===== config.mk =====
export PLATFORM = sky130hd
export DESIGN_NAME = muldiv_unit
export DESIGN_NICKNAME = d
export VERILOG_FILES = /design/src/rtl/muldiv_pkg.sv /design/src/rtl/muldiv_step.sv /design/src/rtl/muldiv_unit.sv
export SDC_FILE = /design/constraint.sdc
export NUM_CORES = 1
export LEC_CHECK = 0
export ABC_AREA = 1
export CORE_MARGIN = 1
export CORE_UTILIZATION = 35
export CTS_BUF_LIST = sky130_fd_sc_hd__clkbuf_8
export CTS_CLUSTER_DIAMETER = 60
export DETAILED_ROUTE_END_ITERATION = 12
export PLACE_DENSITY_LB_ADDON = 0.15
export RECOVER_POWER = 100
export REMOVE_ABC_BUFFERS = 1
export SLEW_MARGIN = 20
export SYNTH_ARGS = -nofsm -noshare
export SYNTH_HDL_FRONTEND = slang
export SYNTH_HIERARCHICAL = 1
export SYNTH_SLANG_ARGS = --single-unit

===== constraint.sdc =====
create_clock -name CLK -period 2.5 [get_ports CLK]
set_input_delay 0.5 -clock CLK [delete_from_list [all_inputs] [get_ports CLK]]
set_output_delay 0.5 -clock CLK [all_outputs]
set_load 0.01 [all_outputs]

===== src/rtl/muldiv_pkg.sv =====
// Shared constants, FUNCT3 codes and FSM state encoding for the RV32M multiply/divide unit.
package muldiv_pkg;

   localparam int XLEN = 32;

   localparam logic [2:0] F3_MUL    = 3'd0;
   localparam logic [2:0] F3_MULH   = 3'd1;
   localparam logic [2:0] F3_MULHSU = 3'd2;
   localparam logic [2:0] F3_MULHU  = 3'd3;
   localparam logic [2:0] F3_DIV    = 3'd4;
   localparam logic [2:0] F3_DIVU   = 3'd5;
   localparam logic [2:0] F3_REM    = 3'd6;
   localparam logic [2:0] F3_REMU   = 3'd7;

   localparam logic [XLEN-1:0] DIV0_Q  = 32'hFFFF_FFFF;
   localparam logic [XLEN-1:0] INT_MIN = 32'h8000_0000;

   typedef enum logic [1:0] {
      ST_IDLE,
      ST_RUN,
      ST_FIX,
      ST_DONE
   } state_t;

endpackage


===== src/rtl/muldiv_step.sv =====
// One combinational iteration: shift/add for multiply, restoring shift/subtract for divide.
module muldiv_step
   import muldiv_pkg::*;
(
   input  logic [XLEN-1:0] acc_i,
   input  logic [XLEN-1:0] shreg_i,
   input  logic [XLEN-1:0] operand_i,
   input  logic            isDiv_i,
   output logic [XLEN-1:0] acc_o,
   output logic [XLEN-1:0] shreg_o
);

   logic [XLEN:0] mulSum;
   logic [XLEN:0] divShift;
   logic          divGeq;

   // Multiply shifts {carry,acc,shreg} right; divide shifts {acc,shreg} left and trial-subtracts.
   always_comb begin
      mulSum   = {1'b0, acc_i} + (shreg_i[0] ? {1'b0, operand_i} : {(XLEN+1){1'b0}});
      divShift = {acc_i, shreg_i[XLEN-1]};
      divGeq   = (divShift >= {1'b0, operand_i});
      if (isDiv_i) begin
         acc_o   = divGeq ? (divShift[XLEN-1:0] - operand_i) : divShift[XLEN-1:0];
         shreg_o = {shreg_i[XLEN-2:0], divGeq};
      end else begin
         acc_o   = mulSum[XLEN:1];
         shreg_o = {mulSum[0], shreg_i[XLEN-1:1]};
      end
   end

endmodule


===== src/rtl/muldiv_unit.sv =====
// Iterative RV32M multiply/divide unit with registered result/writeback outputs.
// Define MULDIV_FAST_MUL_EN for single-cycle combinational multiply; divide stays iterative.
module muldiv_unit
   import muldiv_pkg::*;
#(
   parameter int CNT_W = 6
) (
   input  logic            CLK,
   input  logic            RST_N,
   input  logic            START,
   input  logic [2:0]      FUNCT3,
   input  logic [XLEN-1:0] OPA,
   input  logic [XLEN-1:0] OPB,
   input  logic [4:0]      RD_IN,
   output logic            BUSY,
   output logic            DONE,
   output logic [XLEN-1:0] RESULT,
   output logic            WE_OUT,
   output logic [4:0]      A3_OUT
);

   state_t           state_q;
   logic [CNT_W-1:0] cnt_q;
   logic [2:0]       f3_q;
   logic [XLEN-1:0]  acc_q;
   logic [XLEN-1:0]  shreg_q;
   logic [XLEN-1:0]  opnd_q;
   logic             neg_q;
   logic             busy_q;
   logic             done_q;
   logic             we_q;
   logic [XLEN-1:0]  result_q;
   logic [4:0]       rd_q;

   logic             isDiv_d;
   logic             sgnA_d;
   logic             sgnB_d;
   logic             negA_d;
   logic             negB_d;
   logic [XLEN-1:0]  magA_d;
   logic [XLEN-1:0]  magB_d;
   logic             divZero_d;
   logic             ovf_d;
   logic             special_d;
   logic [XLEN-1:0]  specialRes_d;
   logic             negStart_d;
   logic [XLEN-1:0]  stepAcc_d;
   logic [XLEN-1:0]  stepSh_d;
   logic [2*XLEN-1:0] prod_d;
   logic [2*XLEN-1:0] prodFix_d;
   logic [XLEN-1:0]  fixRes_d;
`ifdef MULDIV_FAST_MUL_EN
   logic [2*XLEN-1:0] fastProd_d;
   logic [XLEN-1:0]   fastRes_d;
`endif

   // Operands are reduced to magnitudes at capture; the sign of the final result is kept in neg_q.
   always_comb begin
      isDiv_d      = FUNCT3[2];
      sgnA_d       = isDiv_d ? !FUNCT3[0] : (FUNCT3 == F3_MULH || FUNCT3 == F3_MULHSU);
      sgnB_d       = isDiv_d ? !FUNCT3[0] : (FUNCT3 == F3_MULH);
      negA_d       = sgnA_d & OPA[XLEN-1];
      negB_d       = sgnB_d & OPB[XLEN-1];
      magA_d       = negA_d ? -OPA : OPA;
      magB_d       = negB_d ? -OPB : OPB;
      divZero_d    = isDiv_d && (OPB == '0);
      ovf_d        = isDiv_d && !FUNCT3[0] && (OPA == INT_MIN) && (OPB == DIV0_Q);
      special_d    = divZero_d || ovf_d;
      specialRes_d = divZero_d ? (FUNCT3[1] ? OPA : DIV0_Q) : (FUNCT3[1] ? '0 : INT_MIN);
      negStart_d   = (isDiv_d && FUNCT3[1]) ? negA_d : (negA_d ^ negB_d);
   end

`ifdef MULDIV_FAST_MUL_EN
   always_comb begin
      fastProd_d = {{XLEN{negA_d}}, OPA} * {{XLEN{negB_d}}, OPB};
      fastRes_d  = (FUNCT3 == F3_MUL) ? fastProd_d[XLEN-1:0] : fastProd_d[2*XLEN-1:XLEN];
   end
`endif

   muldiv_step u_step (
      .acc_i     (acc_q),
      .shreg_i   (shreg_q),
      .operand_i (opnd_q),
      .isDiv_i   (f3_q[2]),
      .acc_o     (stepAcc_d),
      .shreg_o   (stepSh_d)
   );

   // After RUN, acc holds the product high half / remainder and shreg the low half / quotient.
   always_comb begin
      prod_d    = {acc_q, shreg_q};
      prodFix_d = neg_q ? -prod_d : prod_d;
      fixRes_d  = '0;
      case (f3_q)
         F3_MUL:                          fixRes_d = prodFix_d[XLEN-1:0];
         F3_MULH, F3_MULHSU, F3_MULHU:    fixRes_d = prodFix_d[2*XLEN-1:XLEN];
         F3_DIV, F3_DIVU:                 fixRes_d = neg_q ? -shreg_q : shreg_q;
         default:                         fixRes_d = neg_q ? -acc_q : acc_q;
      endcase
   end

   // The IDLE cycle that follows the DONE pulse retires BUSY before a new request can be accepted.
   always_ff @(posedge CLK or negedge RST_N) begin
      if (!RST_N) begin
         state_q  <= ST_IDLE;
         cnt_q    <= '0;
         f3_q     <= '0;
         acc_q    <= '0;
         shreg_q  <= '0;
         opnd_q   <= '0;
         neg_q    <= 1'b0;
         busy_q   <= 1'b0;
         done_q   <= 1'b0;
         we_q     <= 1'b0;
         result_q <= '0;
         rd_q     <= '0;
      end else begin
         case (state_q)
            ST_IDLE: begin
               if (busy_q) begin
                  busy_q <= 1'b0;
                  done_q <= 1'b0;
                  we_q   <= 1'b0;
               end else if (START) begin
                  f3_q    <= FUNCT3;
                  rd_q    <= RD_IN;
                  neg_q   <= negStart_d;
                  cnt_q   <= '0;
                  busy_q  <= 1'b1;
                  opnd_q  <= isDiv_d ? magB_d : magA_d;
                  shreg_q <= isDiv_d ? magA_d : magB_d;
                  acc_q   <= '0;
                  if (special_d) begin
                     acc_q   <= specialRes_d;
                     state_q <= ST_DONE;
                  end
`ifdef MULDIV_FAST_MUL_EN
                  else if (!isDiv_d) begin
                     acc_q   <= fastRes_d;
                     state_q <= ST_DONE;
                  end
`endif
                  else begin
                     state_q <= ST_RUN;
                  end
               end
            end
            ST_RUN: begin
               acc_q   <= stepAcc_d;
               shreg_q <= stepSh_d;
               cnt_q   <= cnt_q + 1'b1;
               if (cnt_q == CNT_W'(XLEN-1)) begin
                  state_q <= ST_FIX;
               end
            end
            ST_FIX: begin
               acc_q   <= fixRes_d;
               state_q <= ST_DONE;
            end
            ST_DONE: begin
               result_q <= acc_q;
               done_q   <= 1'b1;
               we_q     <= (rd_q != 5'd0);
               state_q  <= ST_IDLE;
            end
            default: state_q <= ST_IDLE;
         endcase
      end
   end

   assign BUSY   = busy_q;
   assign DONE   = done_q;
   assign RESULT = result_q;
   assign WE_OUT = we_q;
   assign A3_OUT = rd_q;

endmodule


==> Word level (Yosys, flattened, before mapping) <==
Index checks and enable logic that the tools add are counted.
{ "totals": {"reg_bits": 148, "latchBits": 0, "ram_bits": 0, "rom_bits": 0, "inputBits": 75, "output_inout_bits": 40, "elab_cells": 104, "n_memories": 0} }
{ "classes": {"add_sub_neg": 8, "multipliers": 0, "div": 0, "n_lt_le_gt_ge": 1, "n_eq_ne": 19, "shift": 0, "muxes": 38, "n_bitwise": 4, "reduce_logical": 22} }
{ "ops": {"columns": ["op", "count"], "rows": [
  ["$mux W32", 18],
  ["$pmux W32 S3", 2],
  ["$neg A32 Y32", 4],
  ["$eq A32 B32 Y1 const B", 2],
  ["$mux W64", 1],
  ["$neg A64 Y64", 1],
  ["$pmux W32 S2", 1],
  ["$add A32 B33 Y33", 1],
  ["$ge A33 B32 Y1", 1],
  ["$logic_not A32 Y1", 1],
  ["$sub A32 B32 Y32", 1],
  ["$mux W6", 2],
  ["$pmux W6 S2", 1],
  ["$eq A3 B2 Y1 const B", 3],
  ["$reduce_and A3 Y1", 3],
  ["$mux W2", 4],
  ["$ne A2 B2 Y1 const B", 4],
  ["$pmux W2 S4", 1],
  ["$add A6 B1 Y6 const B", 1],
  ["$eq A3 B1 Y1 const B", 2],
  ["$eq A3 B3 Y1 const B", 2],
  ["$eq A6 B5 Y1 const B", 1],
  ["$mux W1", 6],
  ["$logic_and A1 B1 Y1", 5],
  ["other kinds (19)", 24]
]} }

==> Depth between registers and ports, before layout <==
{ "logic_depth": {"depth_word": 9, "depth_mapped": 21, "mapped_depth_nobuf": 20} }

==> Modules after synthesis <==
The synthesis kept the hierarchy.
{ "modules_own_cells": {"columns": ["mod", "instances", "cells_each", "area_each_um2", "seq_area_each_um2"], "rows": [
  ["muldiv_unit", 1, 2248, 13052.5, 3703.6],
  ["muldiv_step", 1, 1274, 6107.1, 0.0]
]} }

==> Least setup slack after synthesis <==
OpenSTA, ideal clock, no wires.
{ "synth_timing": {"path_kind": "flip-flop to flip-flop", "start": "register shreg_q[0]", "end": "register acc_q[7]", "setup_time_ps": 116, "arrival_ps": 2569, "required_ps": 2384, "setup_slack_ps": -186, "stages_incl_launch_ff": 19, "n_path_buf": 2, "period_less_slack_ps": 2686, "path_cell_list": "dfrtp_1 clkbuf_1 clkbuf_1 nand2_1 inv_1 ha_1 fa_1 nand2_1 nand2_1 and2_1 a21oi_1 inv_1 or2_2 nand3_1 nand2_1 a21oi_1 nand2_1 nand2_1 nand2_1"} }
{ "synth_between": {"elab_chain_cells": 4, "word_cells_on_any_way": 9, "classes_between": "3 x add/sub; 6 x mux"} }
{ "synth_lines": {"columns": ["item", "line_no", "rtl"], "rows": [
  ["start, declared", "muldiv_unit.sv:26", "logic [XLEN-1:0] shreg_q;"],
  ["start signal, assigned", "muldiv_unit.sv:131", "shreg_q <= isDiv_d ? magA_d : magB_d;"],
  ["start signal, assigned", "muldiv_unit.sv:150", "shreg_q <= stepSh_d;"],
  ["$mux W32", "muldiv_step.sv:19", "mulSum = {1'b0, acc_i} + (shreg_i[0] ? {1'b0, operand_i} : {(XLEN+1){1'b0}});"],
  ["$add A32 B33 Y33", "muldiv_step.sv:19", null],
  ["$mux W32", "muldiv_step.sv:22", "if (isDiv_i) begin"],
  ["named net stepAcc_d[7]", "muldiv_unit.sv:47", "logic [XLEN-1:0] stepAcc_d;"],
  ["$pmux W32 S3", "muldiv_unit.sv:118", "case (state_q)"],
  ["end signal, assigned", "muldiv_unit.sv:134", "acc_q <= specialRes_d;"],
  ["end signal, assigned", "muldiv_unit.sv:149", "acc_q <= stepAcc_d;"],
  ["end signal, assigned", "muldiv_unit.sv:157", "acc_q <= fixRes_d;"],
  ["end, declared", "muldiv_unit.sv:25", "logic [XLEN-1:0] acc_q;"]
]} }
The timed path passes the listed nets, and every way through them passes these cells. The select of a mux whose other input is x is not followed.
A chain may end at the register's enable or synchronous reset.

==> Worst setup path after layout <==
{ "layout_timing": {"start": "register shreg_q[0]", "end": "register acc_q[17]"} }
The elaborated chain is that of the path after synthesis.

==> summary by stage <==
Die
During I/O placement, the number of pins put on the boundary was 115. The effective utilization at floorplan is 0.355. The chip height is 236 µm. The region available for standard cell placement spans 53,900 µm². The site row count is 85.

The area of the die is 55,700 µm². The die extent in x is 236 µm.

STA
Setup violations remaining at the end of the flow were counted as 34. Derived from the worst setup path, the maximum achievable clock frequency is 0.375 GHz. Setup total negative slack on the finished layout was measured at -3.21 ns. Setup repair after global routing could not meet its margin everywhere. On the final layout, the worst clock skew is 0.0190 ns.

The final critical-path share of the clock period is 1.07. The final max-slew violation count came to 52. The smallest setup slack after layout is -0.168 ns. Headroom to the max-slew limit came out at -0.0152. At the pin with the least slew margin, the transition time is 1.52 ns. The tightest hold path in the finished design has a slack of 0.456 ns. The number of endpoints with negative hold slack in the final report was 0. The minimum clock period is 2.67 ns.

Placement
The HPWL after detailed placement is 83.1 mm. The post-place instance area is 25,300 µm². Timing analysis after detailed placement gives a worst setup slack of -0.445 ns. The congestion estimate from routability-driven global placement came to 1.10. Counting tap cells, the placed design contains a total of 4,812 instances. In this run the tool buffered the top-level ports with 114 buffer cells.

Worst setup path
STA classifies the critical path endpoint as a flop. In this run the critical register-to-register path is captured at acc_q[17]. For the worst setup path, the data arrival time is 3.16 ns. The largest driver fanout on the critical path is 4. The worst reg2reg path depth is 16. The critical setup path kind is reg2reg.

Data on the critical path is required at its endpoint by 2.99 ns. The slack of the worst reg-to-reg path is -0.17 ns. The critical register-to-register path startpoint is shreg_q[0]. The launching element type of the critical path is a flop.

Synth
Ranked by total cell area, the synthesized netlist is headed by sky130_fd_sc_hd__nand2_1, sky130_fd_sc_hd__dfrtp_1, sky130_fd_sc_hd__nand3_1. The Yosys step of the flow raised 6 warnings. The fraction of the yosys area taken by sequential cells is 0.193. After synthesis, the share of flip-flops with an asynchronous set or reset is 1.00.

The number of synthesized register bits is 148. In the synthesized netlist the dominant register cell turns out to be sky130_fd_sc_hd__dfrtp_1. The number of standard cells after synthesis is 3,522.

The distinct cell type count after synthesis is 49. The cell type contributing the most total cell area after synthesis is sky130_fd_sc_hd__nand2_1. The synthesized design contains 0 enable-type register cells.

After synthesis, the mean cell area works out to 5.44 µm². The cell with the most instances after synthesis is sky130_fd_sc_hd__nand2_1. The fraction of synthesized cell area taken by the top area cell type is 0.240.

After synthesis the cells add up to 19,200 µm². In the synthesized netlist, the cells that appear most often are sky130_fd_sc_hd__nand2_1, sky130_fd_sc_hd__inv_1, sky130_fd_sc_hd__nor2_1, sky130_fd_sc_hd__nand3_1, sky130_fd_sc_hd__o21ai_0.

Clock network
The clock drives 148 sinks. The clock root buffer is sky130_fd_sc_hd__clkbuf_8. The number of levels the H-tree was split into is 4. The clock buffer count from CTS is 17. After clock tree synthesis, the clock-pin slew on the worst setup and hold paths is 0.11 ns. The clock insertion delay at the later pin of the skew report is 0.59 ns. The CTS tree is yes.

The clock passes through at most 2 buffers.

Global route
Entering global routing, the biggest net connects 65 pins. The initial antenna violation count is 4. The wire length of the first global-routing pass is 151 mm.

The total global routing overflow is 0. The via count of the first global-routing pass is 24,100. The total routing resource utilization after global routing is 0.364.

Hold path
The worst hold path terminates at A3_OUT[4]. The beginning of the worst hold path is RD_IN[4]. In this run the worst hold path is classified as in2reg. Counting instances, the worst hold path has a depth of 3.

Flow run
The number of maximum-capacitance violations is 1.

Final layout
The final instance area is 28,100 µm². The count of cells in the finished layout, fillers not included, comes to 4,892. The layout has 5,559 filler cells. The growth of design area from synthesis to finish is 46.6%. The total number of nets in the final design is 4,331.

The final core utilization is 0.521. In the final layout, the share of cells above drive strength 1 is 0.261.

Pwr
The worst vdd rail ir drop is 0.000644 V. The design draws 41.5 mW. For this design the ratio of total power to cell area is 1480 nW/µm².

Summed over all cells, the static leakage comes to 14.3 nW.

Drt
The count of unresolved DRC violations after routing is 0. Across all layers, the routed design uses 26,000 vias. Once detail routing completed, the nets flagged for antenna violations numbered 0. The iteration count of the initial detailed-routing pass is 8. The average wire per standard cell is 21.1 µm.

The average via count per standard cell is 5.32. For this block, the initial DRC count from the detailed router was 2,799. Wires add up to 103 mm.

Run status
The final reports fail on max-capacitance violations, max-slew violations, negative setup slack. The flow ran to the end, but the final reports show violations.
[cell families after synthesis]
kind of cell / count (synthesis) / share of synthesized area
simple gates: 2185 / 0.478
buf+inv: 602 / 0.122
compound gates: 450 / 0.128
flops: 148 / 0.193
fa+ha+maj: 76 / 0.0504
xor+xnor: 61 / 0.0279
[worst max-delay path by stage]
stage | startpoint | endpoint | slack [ns]
after floorplan | f3_q[2] | acc_q[0] | -1.69
after global placement | shreg_q[0] | acc_q[17] | -0.49
after detailed placement | shreg_q[0] | acc_q[17] | -0.44
after CTS | shreg_q[0] | acc_q[22] | -0.07
after global routing | opnd_q[27] | acc_q[5] | -0.27
final | shreg_q[0] | acc_q[17] | -0.17
[layout by cell type (no fill, tap or decap), types with 15 or more instances in the layout]
cell type / netlist / final
sky130_fd_sc_hd__nand2_1: 1223 / 1130
sky130_fd_sc_hd__buf_4: 2 / 587
sky130_fd_sc_hd__inv_1: 465 / 425
sky130_fd_sc_hd__nor2_1: 417 / 370
sky130_fd_sc_hd__nand3_1: 378 / 343
sky130_fd_sc_hd__o21ai_0: 172 / 152
sky130_fd_sc_hd__dfrtp_1: 148 / 136
sky130_fd_sc_hd__a21oi_1: 167 / 114
sky130_fd_sc_hd__nand2_2: 6 / 83
sky130_fd_sc_hd__clkdlybuf4s50_1: 0 / 71
sky130_fd_sc_hd__inv_2: 19 / 59
sky130_fd_sc_hd__ha_4: 0 / 57
sky130_fd_sc_hd__dlygate4sd3_1: 0 / 43
sky130_fd_sc_hd__a21oi_2: 2 / 42
sky130_fd_sc_hd__o21ai_1: 33 / 42
sky130_fd_sc_hd__xor2_1: 42 / 42
sky130_fd_sc_hd__nand4_1: 41 / 41
sky130_fd_sc_hd__nor2_2: 17 / 37
sky130_fd_sc_hd__nand3b_1: 35 / 35
sky130_fd_sc_hd__nand3_2: 2 / 34
sky130_fd_sc_hd__nor2_4: 4 / 31
sky130_fd_sc_hd__o211ai_1: 31 / 31
sky130_fd_sc_hd__nor3_1: 27 / 22
sky130_fd_sc_hd__xnor2_1: 19 / 18
sky130_fd_sc_hd__clkbuf_8: 0 / 18
sky130_fd_sc_hd__nand2_4: 1 / 15
sky130_fd_sc_hd__buf_6: 6 / 15
[registers in the layout (all words and copies together), names as in the netlist]
name	count
RESULT	32
acc_q	32
opnd_q	32
shreg_q	32
cnt_q	6
A3_OUT	5
f3_q	3
state_q	2
BUSY	1
DONE	1
WE_OUT	1
neg_q	1
[layout make-up]
| type | instances | area (µm²) | area share |
|---|---|---|---|
| antenna | 3 | 7.51 | 0.000267 |
| tap | 696 | 871 | 0.0310 |
| timing repair buffer | 754 | 6200 | 0.221 |
| sequential | 148 | 3720 | 0.132 |
| inverter | 487 | 1830 | 0.0651 |
| multi-input combinational | 2772 | 15100 | 0.537 |
| clock buffer | 18 | 248 | 0.00882 |
| clock inverter | 14 | 130 | 0.00463 |
[power by group]
part | switching, mW | internal (mW) | total (mW)
Combinational | 20.6 | 14.0 | 34.6
Clock | 1.27 | 0.760 | 2.03
Sequential | 1.36 | 3.57 | 4.93
[metal layers]
| layer | part of all wire | GRT usage |
|---|---|---|
| met2 | 0.42 | 0.550 |
| met3 | 0.090 | 0.0652 |
| met4 | 0.060 | 0.201 |
| met1 | 0.43 | 0.489 |
| met5 | 0.00025 | 0 |
[critical path: stages, from the launching register on]
cell and delay, ns:
sky130_fd_sc_hd__dfrtp_2 0.46, sky130_fd_sc_hd__buf_4 0.15, sky130_fd_sc_hd__buf_4 0.16, sky130_fd_sc_hd__nand2_1 0.06, sky130_fd_sc_hd__inv_1 0.06, sky130_fd_sc_hd__ha_4 0.24
sky130_fd_sc_hd__a21oi_2 0.25, sky130_fd_sc_hd__o21ai_4 0.13, sky130_fd_sc_hd__a21oi_4 0.19, sky130_fd_sc_hd__nand3_2 0.13, sky130_fd_sc_hd__or2_2 0.29, sky130_fd_sc_hd__nand3_1 0.10
sky130_fd_sc_hd__nand2_1 0.07, sky130_fd_sc_hd__a21oi_1 0.13, sky130_fd_sc_hd__nand2_1 0.07, sky130_fd_sc_hd__nand2_1 0.05, sky130_fd_sc_hd__nand2_1 0.04
[timing repair]
action                     4_1_cts  5_1_grt
pin swaps                      108       64
hold endpoints to repair        45        0
hold buffers                     1        0
setup endpoints to repair       33       33
buffers inserted                26       12
resized for setup              359      125
gates cloned                     5        2
Note: power is estimated with default switching activity, not from simulation.
